===== config.mk =====
export PLATFORM = sky130hd
export DESIGN_NAME = cci_mpf_prim_fifo2_rr_arb
export DESIGN_NICKNAME = d
export VERILOG_FILES = /design/src/rtl/cci_mpf_prim_fifo2_rr_arb.sv
export SDC_FILE = /design/constraint.sdc
export NUM_CORES = 1
export LEC_CHECK = 0
export BUFFER_PORTS_ARGS = -buffer_cell sky130_fd_sc_hd__buf_2
export CAP_MARGIN = 0
export CORE_AREA = 2 2 182 184
export DETAILED_ROUTE_END_ITERATION = 7
export DIE_AREA = 0 0 184 186
export PLACE_DENSITY_LB_ADDON = 0.15
export SYNTH_ARGS = -nofsm -noshare
export SYNTH_HDL_FRONTEND = slang
export SYNTH_SLANG_ARGS = --single-unit

===== constraint.sdc =====
create_clock -name clk -period 4.5 [get_ports clk]
set_input_delay 1.35 -clock clk [delete_from_list [all_inputs] [get_ports clk]]
set_output_delay 1.35 -clock clk [all_outputs]
set_load 0.03 [all_outputs]

===== src/rtl/cci_mpf_prim_fifo2_rr_arb.sv =====
// cci_mpf_prim_fifo2_rr_arb
// N_REQ private 2-entry input buffers merged by a round-robin arbiter into one
// shared 2-entry output buffer. Every output comes straight from a register, so
// the consumer's deq_en never reaches a producer's notFull combinationally.
module cci_mpf_prim_fifo2_rr_arb #(
  parameter int N_DATA_BITS = 32,
  parameter int N_REQ = 4,
  localparam int N_REQ_IDX_BITS = $clog2(N_REQ)
) (
  input  logic                                 clk,
  input  logic                                 reset,
  input  logic [N_REQ-1:0][N_DATA_BITS-1:0]    enq_data,
  input  logic [N_REQ-1:0]                     enq_en,
  output logic [N_REQ-1:0]                     notFull,
  output logic [N_DATA_BITS-1:0]               first,
  output logic [N_REQ_IDX_BITS-1:0]            first_src,
  output logic                                 notEmpty,
  input  logic                                 deq_en
);

  localparam int N_OUT_BITS = N_DATA_BITS + N_REQ_IDX_BITS;
  localparam int N_SUM_BITS = N_REQ_IDX_BITS + 1;

  // Input buffers: head slot feeds the arbiter, enq slot is the skid entry.
  logic [N_REQ-1:0]       r_in_head_v;
  logic [N_REQ-1:0]       r_in_enq_v;
  logic [N_DATA_BITS-1:0] r_in_head_d [N_REQ];
  logic [N_DATA_BITS-1:0] r_in_enq_d  [N_REQ];
  logic [N_REQ-1:0]       w_in_enq;
  logic [N_REQ-1:0]       w_in_pop;

  // Output buffer carries {source index, payload}.
  logic                   r_out_head_v;
  logic                   r_out_enq_v;
  logic [N_OUT_BITS-1:0]  r_out_head_d;
  logic [N_OUT_BITS-1:0]  r_out_enq_d;
  logic                   w_out_push;
  logic                   w_out_deq;
  logic [N_OUT_BITS-1:0]  w_out_push_d;

  logic [N_REQ_IDX_BITS-1:0] r_ptr;
  logic [N_REQ_IDX_BITS-1:0] w_winner;
  logic [N_REQ_IDX_BITS-1:0] w_ptr_next;
  logic                      w_fire;

  // Enqueues are only honoured into a free enq slot so an illegal strobe cannot
  // corrupt a buffered entry; the protocol check below reports it.
  assign w_in_enq = enq_en & ~r_in_enq_v;

  // Fire whenever the output skid slot is free and any input head is valid.
  assign w_fire     = ~r_out_enq_v & (|r_in_head_v);
  assign w_in_pop   = w_fire ? (N_REQ'(1) << w_winner) : '0;
  assign w_out_push = w_fire;
  assign w_out_deq  = deq_en & r_out_head_v;
  assign w_out_push_d = {w_winner, r_in_head_d[w_winner]};
  assign w_ptr_next = (w_winner == N_REQ_IDX_BITS'(N_REQ - 1)) ?
                      '0 : w_winner + N_REQ_IDX_BITS'(1);

  // Round-robin scan from r_ptr upward, wrapping modulo N_REQ.
  always_comb begin
    logic                      found;
    logic [N_SUM_BITS-1:0]     sum;
    logic [N_REQ_IDX_BITS-1:0] idx;
    found    = 1'b0;
    sum      = '0;
    idx      = '0;
    w_winner = '0;
    for (int k = 0; k < N_REQ; k++) begin
      sum = {1'b0, r_ptr} + N_SUM_BITS'(k);
      if (sum >= N_SUM_BITS'(N_REQ)) begin
        sum = sum - N_SUM_BITS'(N_REQ);
      end
      idx = sum[N_REQ_IDX_BITS-1:0];
      if (!found && r_in_head_v[idx]) begin
        found    = 1'b1;
        w_winner = idx;
      end
    end
  end

  // Round-robin pointer advances past each winner.
  always_ff @(posedge clk or posedge reset) begin
    if (reset) begin
      r_ptr <= '0;
    end else if (w_fire) begin
      r_ptr <= w_ptr_next;
    end
  end

  // Input buffer valid bits; a pop and an enqueue may coincide.
  always_ff @(posedge clk or posedge reset) begin
    if (reset) begin
      r_in_head_v <= '0;
      r_in_enq_v  <= '0;
    end else begin
      for (int i = 0; i < N_REQ; i++) begin
        if (w_in_pop[i]) begin
          r_in_head_v[i] <= r_in_enq_v[i] | w_in_enq[i];
          r_in_enq_v[i]  <= 1'b0;
        end else if (w_in_enq[i]) begin
          if (r_in_head_v[i]) begin
            r_in_enq_v[i] <= 1'b1;
          end else begin
            r_in_head_v[i] <= 1'b1;
          end
        end
      end
    end
  end

  // Input buffer payloads; validity alone decides what is visible.
  always_ff @(posedge clk) begin
    for (int i = 0; i < N_REQ; i++) begin
      if (w_in_pop[i] && r_in_enq_v[i]) begin
        r_in_head_d[i] <= r_in_enq_d[i];
      end else if (w_in_enq[i] && (w_in_pop[i] || !r_in_head_v[i])) begin
        r_in_head_d[i] <= enq_data[i];
      end
      if (w_in_enq[i] && r_in_head_v[i] && !w_in_pop[i]) begin
        r_in_enq_d[i] <= enq_data[i];
      end
    end
  end

  // Output buffer valid bits; dequeue and arbiter push may coincide.
  always_ff @(posedge clk or posedge reset) begin
    if (reset) begin
      r_out_head_v <= 1'b0;
      r_out_enq_v  <= 1'b0;
    end else if (w_out_deq) begin
      r_out_head_v <= r_out_enq_v | w_out_push;
      r_out_enq_v  <= 1'b0;
    end else if (w_out_push) begin
      if (r_out_head_v) begin
        r_out_enq_v <= 1'b1;
      end else begin
        r_out_head_v <= 1'b1;
      end
    end
  end

  // Output buffer payloads.
  always_ff @(posedge clk) begin
    if (w_out_deq && r_out_enq_v) begin
      r_out_head_d <= r_out_enq_d;
    end else if (w_out_push && (w_out_deq || !r_out_head_v)) begin
      r_out_head_d <= w_out_push_d;
    end
    if (w_out_push && r_out_head_v && !w_out_deq) begin
      r_out_enq_d <= w_out_push_d;
    end
  end

  assign notFull   = ~r_in_enq_v;
  assign notEmpty  = r_out_head_v;
  assign first     = r_out_head_d[N_DATA_BITS-1:0];
  assign first_src = r_out_head_d[N_OUT_BITS-1:N_DATA_BITS];

  // Protocol misuse by a producer or the consumer is fatal outside reset.
  assert property (@(posedge clk) disable iff (reset) ((enq_en & ~notFull) == '0))
    else $fatal(1, "ENQ to full FIFO");

  assert property (@(posedge clk) disable iff (reset) !(deq_en && !notEmpty))
    else $fatal(1, "DEQ from empty FIFO");

endmodule


Word-level counts from Yosys, hierarchy flattened
Memory sizes are Yosys's and may differ from the RTL's.
Index checks and enable logic that the tools add are counted.
{"block": "word_totals", "ramBits": 256, "in_bits": 135, "register_bits": 80, "output_inout_bits": 39, "elab_cells": 185, "memories": 2}
{"memory": "r_in_enq_d", "words": 4, "width": 32, "read_ports": 4, "rd_ports_with_merged_regs": 0, "wr": 4, "line": "28", "rtl": "logic [N_DATA_BITS-1:0] r_in_enq_d [N_REQ];"}
{"memory": "r_in_head_d", "words": 4, "width": 32, "read_ports": 1, "rd_ports_with_merged_regs": 0, "wr": 4, "line": "27", "rtl": "logic [N_DATA_BITS-1:0] r_in_head_d [N_REQ];"}
{"block": "op_classes", "n_mux": 80, "n_shift": 1, "magnitude_cmp": 8, "reduce_logical": 58, "n_eq_ne": 1, "bitwise_logic": 14, "add_sub_neg": 8}
{"operator": "$mux W32", "n": 4}
{"operator": "$mux W34", "n": 2}
{"operator": "$mux W1", "n": 60}
{"operator": "$logic_and A1 B1 Y1", "n": 23}
{"operator": "$reduce_bool A2 Y1", "n": 11}
{"operator": "$mux W2", "n": 9}
{"operator": "$logic_not A1 Y1", "n": 13}
{"operator": "$lt A2 B3 Y1 const B", "n": 4}
{"operator": "$reduce_and A2 Y1", "n": 5}
{"operator": "$ge A3 B3 Y1 const B", "n": 3}
{"operator": "$or A1 B1 Y1", "n": 9}
{"operator": "$bmux W1 S2", "n": 4}
{"operator": "$sub A2 B1 Y2 const B", "n": 4}
{"operator": "$add A2 B2 Y3 const B", "n": 2}
{"operator": "$logic_or A1 B1 Y1", "n": 5}
{"operator": "$and A4 B4 Y4", "n": 1}
{"operator": "$mux W4", "n": 1}
{"operator": "$not A4 Y4", "n": 1}
{"operator": "$reduce_or A4 Y1", "n": 1}
{"operator": "$shl A1 B2 Y4 const A", "n": 1}
{"operator": "$add A2 B1 Y3 const B", "n": 1}
{"operator": "$ge A2 B3 Y1 const B", "n": 1}
{"operator": "$add A2 B1 Y2 const B", "n": 1}
{"operator": "$and A1 B1 Y1", "n": 2}
{"operator": "other kinds (2)", "n": 2}

Logic depth before layout (Yosys ltp)
{"block": "logic_depth", "ltp_word": 22, "ltp_mapped": 13, "mapped_depth_nobuf": 8}

Worst setup path before layout
OpenSTA, ideal clock, no wires.
{"block": "synth_path", "kind": "input port to flip-flop", "from": "input deq_en", "to": "register r_out_enq_d[0] (enable)", "path_buffers": 0, "arrival_ns": 3.863, "t_required_ns": 4.032, "path_slack_ns": 0.170, "stages": 2, "setup_ns": 0.468, "cell_sequence": "nand2b_1 -> nor3_1"}
{"block": "synth_via", "elab_chain_cells": 3}
{"element": "start: declaration", "line": "18", "rtl": "input logic deq_en"}
{"element": "$and A1 B1 Y1", "line": "54", "rtl": "assign w_out_deq = deq_en & r_out_head_v;"}
{"element": "$logic_not A1 Y1", "line": "149", "rtl": "if (w_out_push && r_out_head_v && !w_out_deq) begin"}
{"element": "$logic_and A1 B1 Y1", "line": "149"}
{"element": "end signal: assignment", "line": "150", "rtl": "r_out_enq_d <= w_out_push_d;"}
{"element": "end: declaration", "line": "36", "rtl": "logic [N_OUT_BITS-1:0] r_out_enq_d;"}
No other way between the ends.
A chain may end at the register's enable or synchronous reset.

==> key figures <==
Timing
  – Max Clk Rate: between 200 and 300 MHz
  – Fin. max-slew vios: 0
  – Max_slew headroom: 0.312
  – Final TNS setup: 0 ns
  – Crit path time final: 3.43 ns
  – Final Setup Violations: 0
  – Final Skew: roughly 0.014 ns
  – Hold Vio Cnt, Final: 0
  – Setup ws final: between 1 and 1.5 ns
  – Slew @ Worst Pin: just over 1 ns
  – Final worst path period share: 0.762
  – RSZ-0062 raised after global routing: no

Worst setup path
  – Chain of cells forming the critical path: nor3b_4 -> buf_4 -> a21oi_1 -> and2_4 -> inv_2 -> ha_1 -> nand2_1 -> nand2_1 -> nor2_4 -> buf_4
  – R2R setup slack: 1.07 ns
  – CP startpoint kind: flop
  – Crit path largest cell delay: 0.50 ns
  – Setup CP Type: reg -> reg
  – Critical Path Sink Type: flop
  – Crit path DAT: around 3.6 ns
  – WP buf/inv: 3
  – Critical-path top delay cell: and2_4
  – CP delay by family, top: simple AND/OR/NAND/NOR gates
  – CP Max Fanout: 39
  – Worst EP required: 4.70 ns

Synth
  – Net count after synthesis: approximately 1100
  – Asr flop ratio synth: 0.0357
  – Leading area contributor after synthesis: edfxtp_1
  – Ys Warns: 0
  – Seq cells post-synth: 336
  – Yosys top cell area share: 0.681
  – Commonest cells post-synth: edfxtp_1, a21oi_1, nand2_1, mux2_1, a211oi_1
  – Number of synthesized flops with an enable pin: 324
  – Top cells by area, synth: edfxtp_1, mux2_1, a21oi_1, a211oi_1, mux2_4
  – Unique masters post-synth: 44
  – Syn_area_per_cell: about 15 sq um
  – Top FF cell, synth: edfxtp_1
  – Count leader, synth: edfxtp_1
  – Register area share after synthesis: 0.702
  – Synthesized area: 14300 sq um
  – Synthesized instance count: 978

Final layout
  – Layout cell share with drive strength beyond 1: 0.260
  – Ant. Diodes: 0
  – Total Nets Final: 1277
  – Area growth syn-to-layout: 17.0%
  – Fill count: 2756

Placed design
  – Final HPWL DP: 23400 um
  – IO Port Bufs: 173
  – Routability cong.: 0.836
  – Pre-CTS setup slack: 1.02 ns

GRT
  – Largest net degree at the start of global routing: 72
  – Global route overflow: 0
  – First-pass GRT wire length: 51500 um
  – Initial antenna violation count: 0
  – Vias in the first global route: around 8700
  – GRT Overall Usage: 0.202

Route
  – Initial DRC count: 806
  – Total Wirelength: 34500 um
  – Top sig layer: met4
  – Met3 WL: around 1700 um
  – Drt pass-1 iters: 8
  – Wire length on met2: 17400 um
  – Antenna Nets Post-Route: 0
  – Residual DRC: 0
  – Met1 wire length: roughly 14000 um
  – Via density: between 5 and 6
  – WL/cell: about 22 um
  – Vias: 8815

Clock tree
  – CTS resizes: 0
  – Worst skew pair latency: around 0.5 ns
  – Sink Count: 336
  – CTS Hold Bufs: 0
  – Clock slew at reported path FFs: 0.06 ns
  – CTS Buffer Depth: 3
  – TritonCTS clock tree: built
  – Post-CTS Setup Bufs: 0
  – H-tree depth: 2
  – CTS buffer count: 37
  – CTS root buffer: clkbuf_16

Flow run
  – Max Cap Viol: 0

Power and ir drop
  – Peak supply drop: 0.000242 V
  – Power density over the cells: about 380 nW/um^2
  – Static leakage: around 5.7 nW

Floorplan
  – # rows: 66
  – Starting Density: 0.444
  – Die width: 184 um
  – Die area: 34200 sq um
  – Chip Height: 186 um
  – # IOs: 174
  – CORE AREA: 32200 sq um

Status
  – Status: finished clean

Hold path
  – Worst hold path class: reg -> reg
-- cells by family after synthesis --
kind of cell | Yosys count | synth area share
AND/OR/NAND/NOR | 203 | 0.0686
buffers and inverters | 85 | 0.0276
adder cells (fa/ha/maj) | 2 | 0.00175
AO/OA/AOI/OAI | 254 | 0.115
flip-flops | 336 | 0.702
multiplexers | 98 | 0.0851
-- sequential cells by signal, summed over array words and instances, names as in the netlist --
register	count
notEmpty	1
r_in_enq_v	4
r_in_head_d	128
r_in_head_v	4
r_out_head_d	34
r_ptr	2
r_out_enq_d	34
r_in_enq_d	128
r_out_enq_v	1
-- power by group --
| part | switching (W) | internal, W | leakage, nW | total, W |
|---|---|---|---|---|
| sequential | 0.00000102 | 0.00340 | 3.03 | 0.00340 |
| combinational | 0.0000543 | 0.0000455 | 2.11 | 0.0000998 |
| clock | 0.00118 | 0.00169 | 0.550 | 0.00287 |
-- layout make-up --
type	instances	area [sq um]	share of cell area
timing repair buffer	200	1070	0.0640
multi-input combinational	557	3940	0.236
sequential	336	10000	0.600
clock buffer	48	967	0.0579
tap	408	510	0.0306
clock inverter	17	159	0.00951
inverter	8	30.0	0.00180
-- final timing paths --
| kind | startpoint | to | depth (start not counted) |
|---|---|---|---|
| max | r_in_head_v[0] | r_in_enq_d[2][7] | 10 |
| min | r_in_enq_d[2][24] | r_in_head_d[2][24] | 1 |
| max reg2reg | r_in_head_v[0] | r_in_enq_d[2][7] | 10 |
| min reg2reg | r_in_enq_d[2][24] | r_in_head_d[2][24] | 1 |
| max in group asynchronous | reset | r_in_head_v[2] | 2 |
| min in group asynchronous | reset | r_in_head_v[1] | 2 |
-- metal layers --
layer,GRT usage,up-vias
li1,-,4154
met1,0.253,4329
met2,0.350,259
met3,0.0346,73
met4,0.0816,0
met5,0,-
-- cells in the final DEF, fill, tap and decap left out, types with 2 or more instances in the layout --
cell type	n
bufinv_16	3
a21oi_4	4
a2111oi_0	32
nor4b_1	32
dfrtp_1	12
nand2_1	107
inv_1	5
nor2_4	2
o21a_1	2
o21ai_1	3
o22a_1	2
buf_4	27
ha_1	2
clkinv_1	7
mux2_4	30
a21oi_1	106
clkinv_2	5
nor2_1	43
clkinv_4	2
or2_2	3
buf_2	173
edfxtp_1	324
and2_1	2
clkbuf_16	37
inv_2	3
a211oi_1	64
o22ai_1	32
mux2_1	66
clkbuf_1	11
o211ai_1	2
nand2b_1	3
-- metrics by stage --
step	instances	power, W	util	instance area [sq um]	hold WS (ns)
4_1_cts	1574	0.00643	0.519	16700	0.527
5_1_grt	1574	0.00654	0.519	16700	0.531
6_report	1574	0.00637	0.519	16700	0.524
2_1_floorplan	978	0.00348	-	14300	0.501
3_3_place_gp	1509	0.00356	0.484	15600	0.504
3_5_place_dp	1509	0.00356	0.484	15600	0.510
-- worst register-to-register path: cells and delay by family (launching register included) --
family | cells | cell delay [ns]
simple gates | 5 | 1.51
fa+ha+maj | 1 | 0.22
flops | 1 | 0.45
compound gates | 1 | 0.22
buf+inv | 3 | 0.71
(Power assumes the default switching activity.)
